--- src/rtl/motor_ramp_controller.sv ---
// Brushless motor drive controller: ramps the duty cycle toward a commanded target,
// reverses through zero, and latches hall-sensor and stall faults.
module motor_ramp_controller #(
    parameter int DUTY_W       = 10,
    parameter int RAMP_DIV     = 1024,
    parameter int STALL_CYCLES = 1048576
) (
    input  logic              clock,
    input  logic              reset,
    input  logic              enable,
    input  logic              cmd_valid,
    input  logic [DUTY_W-1:0] cmd_duty,
    input  logic              cmd_dir,
    input  logic [2:0]        h,
    input  logic              fault_clear,
    output logic [DUTY_W-1:0] duty_cycle,
    output logic              dir,
    output logic              drive_en,
    output logic [2:0]        state,
    output logic              hall_fault,
    output logic              stall_fault,
    output logic [15:0]       hall_edge_count
);

    localparam int PRE_W   = (RAMP_DIV > 2) ? $clog2(RAMP_DIV) : 1;
    localparam int STALL_W = $clog2(STALL_CYCLES + 1);

    localparam logic [PRE_W-1:0]   PRE_LAST  = PRE_W'(RAMP_DIV - 1);
    localparam logic [PRE_W-1:0]   PRE_ONE   = PRE_W'(1);
    localparam logic [STALL_W-1:0] STALL_MAX = STALL_W'(STALL_CYCLES);
    localparam logic [STALL_W-1:0] STALL_ONE = STALL_W'(1);
    localparam logic [DUTY_W-1:0]  DUTY_ONE  = DUTY_W'(1);

    typedef enum logic [2:0] {
        IDLE  = 3'd0,
        RAMP  = 3'd1,
        RUN   = 3'd2,
        DECEL = 3'd3,
        FAULT = 3'd4
    } state_t;

    state_t              state_q, state_d;
    logic [DUTY_W-1:0]   duty_q, duty_d;
    logic                dir_q, dir_d;
    logic                hall_fault_q, hall_fault_d;
    logic                stall_fault_q, stall_fault_d;
    logic [15:0]         edge_cnt_q, edge_cnt_d;
    logic [DUTY_W-1:0]   tgt_duty_q, tgt_duty_d;
    logic                tgt_dir_q, tgt_dir_d;
    logic [PRE_W-1:0]    presc_q, presc_d;
    logic [STALL_W-1:0]  stall_q, stall_d;
    logic [2:0]          sync1_q, hs_q, hs_prev_q;
    logic [1:0]          fill_q, fill_d;

    logic tick;
    logic drive_active;
    logic hs_valid;
    logic hall_invalid;
    logic hall_change;
    logic stall_hit;

    // The synchronizer restarts at 000 after reset; hall checks wait until the
    // pipeline holds real samples so the reset value is never seen as a fault.
    always_comb begin
        fill_d       = (fill_q == 2'd3) ? fill_q : fill_q + 2'd1;
        hs_valid     = (hs_q != 3'b000) && (hs_q != 3'b111);
        hall_invalid = (fill_q >= 2'd2) && !hs_valid;
        hall_change  = (fill_q == 2'd3) && (hs_q != hs_prev_q);
        edge_cnt_d   = (hall_change && hs_valid) ? edge_cnt_q + 16'd1 : edge_cnt_q;
    end

    always_comb begin
        tick       = (presc_q == PRE_LAST);
        presc_d    = tick ? '0 : presc_q + PRE_ONE;
        tgt_duty_d = cmd_valid ? cmd_duty : tgt_duty_q;
        tgt_dir_d  = cmd_valid ? cmd_dir : tgt_dir_q;
    end

    assign drive_active = (state_q == RAMP) || (state_q == RUN) || (state_q == DECEL);

    always_comb begin
        stall_d = stall_q;
        if (hall_change || (duty_q == '0)) begin
            stall_d = '0;
        end else if (drive_active && (stall_q != STALL_MAX)) begin
            stall_d = stall_q + STALL_ONE;
        end
        stall_hit = drive_active && (stall_d == STALL_MAX);
    end

    always_comb begin
        state_d       = state_q;
        duty_d        = duty_q;
        dir_d         = dir_q;
        hall_fault_d  = hall_fault_q;
        stall_fault_d = stall_fault_q;
        if (hall_invalid || stall_hit) begin
            state_d = FAULT;
            duty_d  = '0;
            if (hall_invalid) hall_fault_d = 1'b1;
            if (stall_hit)    stall_fault_d = 1'b1;
        end else if (state_q == FAULT) begin
            duty_d = '0;
            if (fault_clear) begin
                hall_fault_d  = 1'b0;
                stall_fault_d = 1'b0;
                state_d       = IDLE;
            end
        end else if (!enable && drive_active) begin
            state_d = IDLE;
            duty_d  = '0;
        end else begin
            case (state_q)
                IDLE: begin
                    duty_d = '0;
                    if (enable && (tgt_duty_q != '0)) begin
                        dir_d   = tgt_dir_q;
                        state_d = RAMP;
                    end
                end
                RAMP: begin
                    if (tgt_dir_q != dir_q) begin
                        state_d = DECEL;
                    end else if (duty_q == tgt_duty_q) begin
                        state_d = RUN;
                    end else if (tick) begin
                        duty_d = (duty_q < tgt_duty_q) ? duty_q + DUTY_ONE : duty_q - DUTY_ONE;
                        if (duty_d == tgt_duty_q) state_d = RUN;
                    end
                end
                RUN: begin
                    if (tgt_dir_q != dir_q) begin
                        state_d = DECEL;
                    end else if (tgt_duty_q != duty_q) begin
                        state_d = RAMP;
                    end
                end
                DECEL: begin
                    // Direction may only change once the bridge has coasted to zero.
                    if (duty_q == '0) begin
                        dir_d   = tgt_dir_q;
                        state_d = (tgt_duty_q == '0) ? IDLE : RAMP;
                    end else if (tick) begin
                        duty_d = duty_q - DUTY_ONE;
                    end
                end
                default: begin
                    state_d = IDLE;
                    duty_d  = '0;
                end
            endcase
        end
    end

    always_ff @(posedge clock or posedge reset) begin
        if (reset) begin
            state_q       <= IDLE;
            duty_q        <= '0;
            dir_q         <= 1'b0;
            hall_fault_q  <= 1'b0;
            stall_fault_q <= 1'b0;
            edge_cnt_q    <= '0;
            tgt_duty_q    <= '0;
            tgt_dir_q     <= 1'b0;
            presc_q       <= '0;
            stall_q       <= '0;
            sync1_q       <= 3'b000;
            hs_q          <= 3'b000;
            hs_prev_q     <= 3'b000;
            fill_q        <= 2'd0;
        end else begin
            state_q       <= state_d;
            duty_q        <= duty_d;
            dir_q         <= dir_d;
            hall_fault_q  <= hall_fault_d;
            stall_fault_q <= stall_fault_d;
            edge_cnt_q    <= edge_cnt_d;
            tgt_duty_q    <= tgt_duty_d;
            tgt_dir_q     <= tgt_dir_d;
            presc_q       <= presc_d;
            stall_q       <= stall_d;
            sync1_q       <= h;
            hs_q          <= sync1_q;
            hs_prev_q     <= hs_q;
            fill_q        <= fill_d;
        end
    end

    assign duty_cycle      = duty_q;
    assign dir             = dir_q;
    assign drive_en        = drive_active;
    assign state           = state_q;
    assign hall_fault      = hall_fault_q;
    assign stall_fault     = stall_fault_q;
    assign hall_edge_count = edge_cnt_q;

endmodule

--- config.mk ---
export PLATFORM = sky130hd
export DESIGN_NAME = motor_ramp_controller
export DESIGN_NICKNAME = d
export VERILOG_FILES = /design/src/rtl/motor_ramp_controller.sv
export SDC_FILE = /design/constraint.sdc
export NUM_CORES = 1
export LEC_CHECK = 0
export BUFFER_PORTS_ARGS = -buffer_cell sky130_fd_sc_hd__buf_2
export CORE_UTILIZATION = 35
export DETAILED_ROUTE_END_ITERATION = 10
export GPL_TIMING_DRIVEN = 0
export SYNTH_ARGS = -nofsm -noshare
export SYNTH_HDL_FRONTEND = slang
export SYNTH_SLANG_ARGS = --single-unit
--- constraint.sdc ---
create_clock -name clock -period 3.7 [get_ports clock]
set_clock_uncertainty 0.2 [all_clocks]
set_input_delay 0.74 -clock clock [delete_from_list [all_inputs] [get_ports clock]]
set_output_delay 0.74 -clock clock [all_outputs]
set_load 0.02 [all_outputs]
# --- After elaboration in Yosys (flattened, before gate mapping) ---
# Index checks and enable logic that the tools add are counted.
op_classes:
  n_addsub: 6
  mux: 36
  n_bitwise: 3
  n_reduce_logical: 27
  n_eq_ne: 30
  magnitude_cmp: 2
op_table:
  columns: ["operator", "count"]
  rows:
  - ["10-bit 2-to-1 mux", 10]
  - ["21-bit 2-to-1 mux", 2]
  - ["3-bit 2-to-1 mux", 12]
  - ["10-bit one-hot mux with 3 select lines", 1]
  - ["21-bit by 1-bit adder with 21-bit output (second input constant)", 1]
  - ["21-bit equality test (second input constant)", 1]
  - ["21-bit != test (second input constant)", 1]
  - ["10-bit by 1-bit adder with 10-bit output (second input constant)", 2]
  - ["10-bit equality test", 2]
  - ["10-bit logical NOT", 2]
  - ["6-bit AND reduction", 3]
  - ["16-bit by 1-bit adder with 16-bit output (second input constant)", 1]
  - ["5-bit by 2-bit != test with 1-bit output (second input constant)", 3]
  - ["5-bit != test (second input constant)", 3]
  - ["3-bit one-hot mux with 4 select lines", 1]
  - ["10-bit equality test (second input constant)", 1]
  - ["10-bit < comparator", 1]
  - ["10-bit != test", 1]
  - ["10-bit nonzero test", 1]
  - ["10-bit by 1-bit subtractor with 10-bit output (second input constant)", 1]
  - ["1-bit 2-to-1 mux", 9]
  - ["1-bit logical AND", 8]
  - ["7-bit by 1-bit != test with 1-bit output (second input constant)", 1]
  - ["7-bit by 2-bit != test with 1-bit output (second input constant)", 1]
  - ["other kinds (22)", 35]
totals:
  wordCells: 118
  output_inout_bits: 33
  input_bits: 19
  reg_bits: 85

# --- Logic depth before layout (Yosys ltp) ---
logic_depth:
  ltp_word: 11
  depth_mapped: 12

# --- Least setup slack after synthesis ---
# No wires, ideal clock.
synth_path:
  path_kind: "register to register"
  start: "register duty_q[4] (netlist: duty_cycle[4])"
  end: "register duty_q[2] (netlist: duty_cycle[2])"
  required_ps: 3401
  path_buffers: 1
  setup_slack_ps: 741
  stages_incl_launch_ff: 10
  setup_ps: 99
  arrival_time_ps: 2660
  path_cell_list: "dfrtp_1 -> ha_1 -> and4_1 -> a221o_1 -> a21oi_1 -> buf_2 -> nor2b_1 -> mux2i_1 -> nand2_1 -> a311oi_1"
synth_via:
  elab_chain_len: 9
  word_cells_on_any_way: 23
  classes_between: "order compare (1); eq/ne (8); mux (9); reduce/logical (5)"
synth_rtl:
  columns: ["item", "line_no", "text"]
  rows:
  - ["from (decl)", "43", "logic [DUTY_W-1:0] duty_q, duty_d;"]
  - ["from (signal assigned)", "173", "duty_q <= duty_d;"]
  - ["10-bit < comparator", "127", "duty_d = (duty_q < tgt_duty_q) ? duty_q + DUTY_ONE : duty_q - DUTY_ONE;"]
  - ["10-bit 2-to-1 mux", "127", null]
  - ["10-bit 2-to-1 mux", "126", "end else if (tick) begin"]
  - ["10-bit 2-to-1 mux", "124", "end else if (duty_q == tgt_duty_q) begin"]
  - ["10-bit 2-to-1 mux", "122", "if (tgt_dir_q != dir_q) begin"]
  - ["10-bit one-hot mux with 3 select lines", "113", "case (state_q)"]
  - ["10-bit 2-to-1 mux", "109", "end else if (!enable && drive_active) begin"]
  - ["10-bit 2-to-1 mux", "102", "end else if (state_q == FAULT) begin"]
  - ["10-bit 2-to-1 mux", "97", "if (hall_invalid || stall_hit) begin"]
# Several ways; a longest one is shown, not always the timed one. The select of a mux whose other input is x is not followed.
# A chain may end at the register's enable or synchronous reset.

# --- Worst setup path after layout ---
layout_path:
  start: "register duty_q[0] (netlist: duty_cycle[0])"
  end: "register duty_q[5] (netlist: duty_cycle[5])"
layout_via:
  elab_chain_len: 9
  word_cells_on_any_way: 27
  classes_between: "add/sub (2); order compare (1); eq/ne (8); mux (11); reduce/logical (5)"
layout_rtl:
  columns: ["item", "line_no"]
  rows:
  - ["10-bit by 1-bit subtractor with 10-bit output, or another cell as far along", "127, 144"]
  - ["10-bit 2-to-1 mux", "127"]
  - ["10-bit 2-to-1 mux", "126"]
  - ["10-bit 2-to-1 mux", "124"]
  - ["10-bit 2-to-1 mux", "122"]
  - ["10-bit one-hot mux with 3 select lines", "113"]
  - ["10-bit 2-to-1 mux", "109"]
  - ["10-bit 2-to-1 mux", "102"]
  - ["10-bit 2-to-1 mux", "97"]
# Several ways; a longest one is shown, not always the timed one. The select of a mux whose other input is x is not followed.

==> results.toml <==
[setup_path]
crit_path_end_kind = "register"
worstPathArrival_ns = 3.39
worstPathRequired_ns = 3.72
crit_start = "duty_cycle[0]"
path_cells = "inv_1 -> ha_1 -> nor3b_2 -> nand4_1 -> nand2_1 -> a31oi_1 -> o31a_1 -> nor4_1 -> nand4_1 -> nand2_1 -> buf_2 -> nor2_1"
critPathKind = "reg2reg"
cp_slowest_cell = "dfrtp_1"
crit_path_start_kind = "register"
max_stage_delay_ns = 0.43
reg2reg_slack_ns = 0.33
rr_startpoint = "duty_cycle[0]"
cp_max_fo = 10

[global_routing]
grt_pass1_vias = 4190
track_usage_pct = 17.51
antenna_found_initial = 1
grt_max_degree = 67
grt_remaining_overflow = 0
grt_pass1_wl_um = 20360

[yosys]
yosysUniqueCellTypes = 61
syn-mean-instance-area_um2 = 9.025
postSynthCellCount = 567
synth_area_leaders = "dfrtp_1 (42%), xnor2_1 (7.5%), nand2_1 (4.7%)"
synthArstFlopShare_pct = 100.0
yosysWarnings = 0
ys_seq_area_share_pct = 41.56
yosysTopAreaCellShare_pct = 41.56
synth_nets = 604
ys_seq_elements = 85
synth_ff_type = "dfrtp_1"
synth_edf_count = 0
synth_top_area_cell = "dfrtp_1"
synth_area_mm2 = 0.005117

[timing]
fin_ws_ns = 0.3335
period_share_pct = 90.99
drv_slew = 0
tightest_slew_ns = 0.6176
rsz0062_at_grt = "true"
setup_viol = 0
whs_ns = 0.1534
relSlewSlack_pct = 57.76
hold_violations = 0
max_freq_mhz = 297.0
period_needed_ns = 3.366
fin_tns_setup_ns = 0

[power]
p_per_area_mw_per_mm2 = 478.7
finalPower_mw = 2.844
power.static_leakage_nw = 2.683
peakVddDrop_mv = 0.2441

[clocking]
cts-root-buf = "clkbuf_16"
hold_buffers = 0
clkSinkCount = 85
clk_latency_ns = 0.35
post_cts_buffers = 0
cts_buffers = 9
clk_pin_slew_ns = 0.07
cts_htree_levels = 3
cts_tree = "built"
cts.repair.resized = 0
cts_max_path_buffers = 2

[place]
dp.final_hpwl_um = 8997
io_buffers = 50
gpl.final_weighted_congestion = 0.8613
dp_slack_ns = 0.1516

[finish]
final_cell_mix = "dfrtp_1 (85), nand2_1 (64), nor2_1 (57)"
drive_gt1_share_pct = 14.98
multi_input_area_mm2 = 0.002800
seq_area_mm2 = 0.002127
fin_nets = 666
final_common_cell = "dfrtp_1"
fillCellCount = 1403
area_growth_syn_to_layout_pct = 16.11

[floorplanning]
rows = 43
dieWidth_um = 122.9
initial_core_util_pct = 36.30
io_pins = 52
die_h_um = 122.9
die-area_mm2 = 0.01511
core_area_mm2 = 0.01410

[status]
outcome = "finished, final reports clean"

[hold_path]
worstHoldStart = "sync1_q[2]"
hp-class = "reg2reg"

[detailed_routing]
wl_per_cell_um = 15.05
ant_nets = 0
drc = 0
initialDrtViolationCount = 318
drt-vias-per-instance = 5.280
firstDrtPassIters = 5
finalWirelength_um = 12270
vias = 4303

[job]
cap_violations = 0
==> metal layers <==
metal / part of all wire [%] / GRT usage, % / vias up
li1: - / - / 2101
met1: 47 / 22.88 / 2093
met2: 47 / 27.53 / 92
met3: 3.5 / 3.413 / 17
met4: 2.3 / 8.918 / 0
met5: 0 / 0 / -
==> power breakdown <==
part / internal (mW) / total (mW) / switching [mW]
clock network: 0.533 / 0.939 / 0.407
logic: 0.306 / 0.807 / 0.501
registers: 1.01 / 1.10 / 0.0889
==> state kept, by name, indices dropped and copies added (netlist names) <==
register,cells
tgt_dir_q,1
hs_prev_q,3
hall_fault,1
tgt_duty_q,10
sync1_q,3
dir,1
stall_q,21
hs_q,3
state,3
stall_fault,1
hall_edge_count,16
duty_cycle,10
fill_q,2
presc_q,10
==> kinds of logic after synthesis <==
group	share of synthesized area, %
AO/OA/AOI/OAI	10.90
XOR/XNOR	12.15
adder cells (fa/ha/maj)	4.401
buffers and inverters	3.936
flip-flops	41.56
multiplexers	3.496
AND/OR/NAND/NOR	23.55
==> cell usage after synthesis, types with 3 or more instances <==
master and n:
nor2_1 57, mux2_2 7, and3_1 9, nor2b_1 8
and2_1 4, xnor2_1 44, inv_1 25, nor4b_1 3
and4_1 4, dfrtp_1 85, clkbuf_1 17, nor4_1 8
buf_2 4, nand4_1 17, nand3_1 23, a311oi_1 4
o21ai_0 25, nand2b_1 4, a21oi_1 22, xor2_1 27
or3_1 6, mux2i_1 10, nor3_1 19, nand2_1 64
ha_1 18, a31oi_1 6, a22oi_1 4
==> cell type report <==
| class | instances | share of cell area (%) |
|---|---|---|
| Multi-Input combinational cell | 432 | 47.13 |
| Sequential cell | 85 | 35.80 |
| Timing Repair Buffer | 51 | 4.675 |
| Clock buffer | 9 | 3.790 |
| Tap cell | 180 | 3.790 |
| Buffer | 25 | 1.811 |
| Inverter | 25 | 1.621 |
| Clock inverter | 7 | 1.348 |
| Antenna cell | 1 | 0.04211 |
==> metrics by stage <==
step	instance area [µm²]	utilization [%]	std cells
3_5_place_dp	5623	39.89	798
6_report	5942	42.15	815
2_1_floorplan	5117	-	567
3_3_place_gp	5593	39.68	797
5_1_grt	5942	42.15	815
4_1_cts	5928	42.06	814
==> worst max-delay path: cells and delay by family, from the launching register on <==
kind | cells | cell delay [ns]
simple gates | 7 | 1.70
flops | 1 | 0.43
fa+ha+maj | 1 | 0.27
buf+inv | 2 | 0.44
compound gates | 2 | 0.19
==> final timing paths <==
check	endpoint	cells past startpoint
min in group asynchronous	presc_q[7]	2
max in group asynchronous	duty_cycle[1]	3
worst max register to register	duty_cycle[5]	12
worst min-delay path	hs_q[2]	0
worst min register to register	hs_q[2]	0
worst max-delay path	duty_cycle[5]	12
Note: power is estimated with default switching activity, not from simulation.
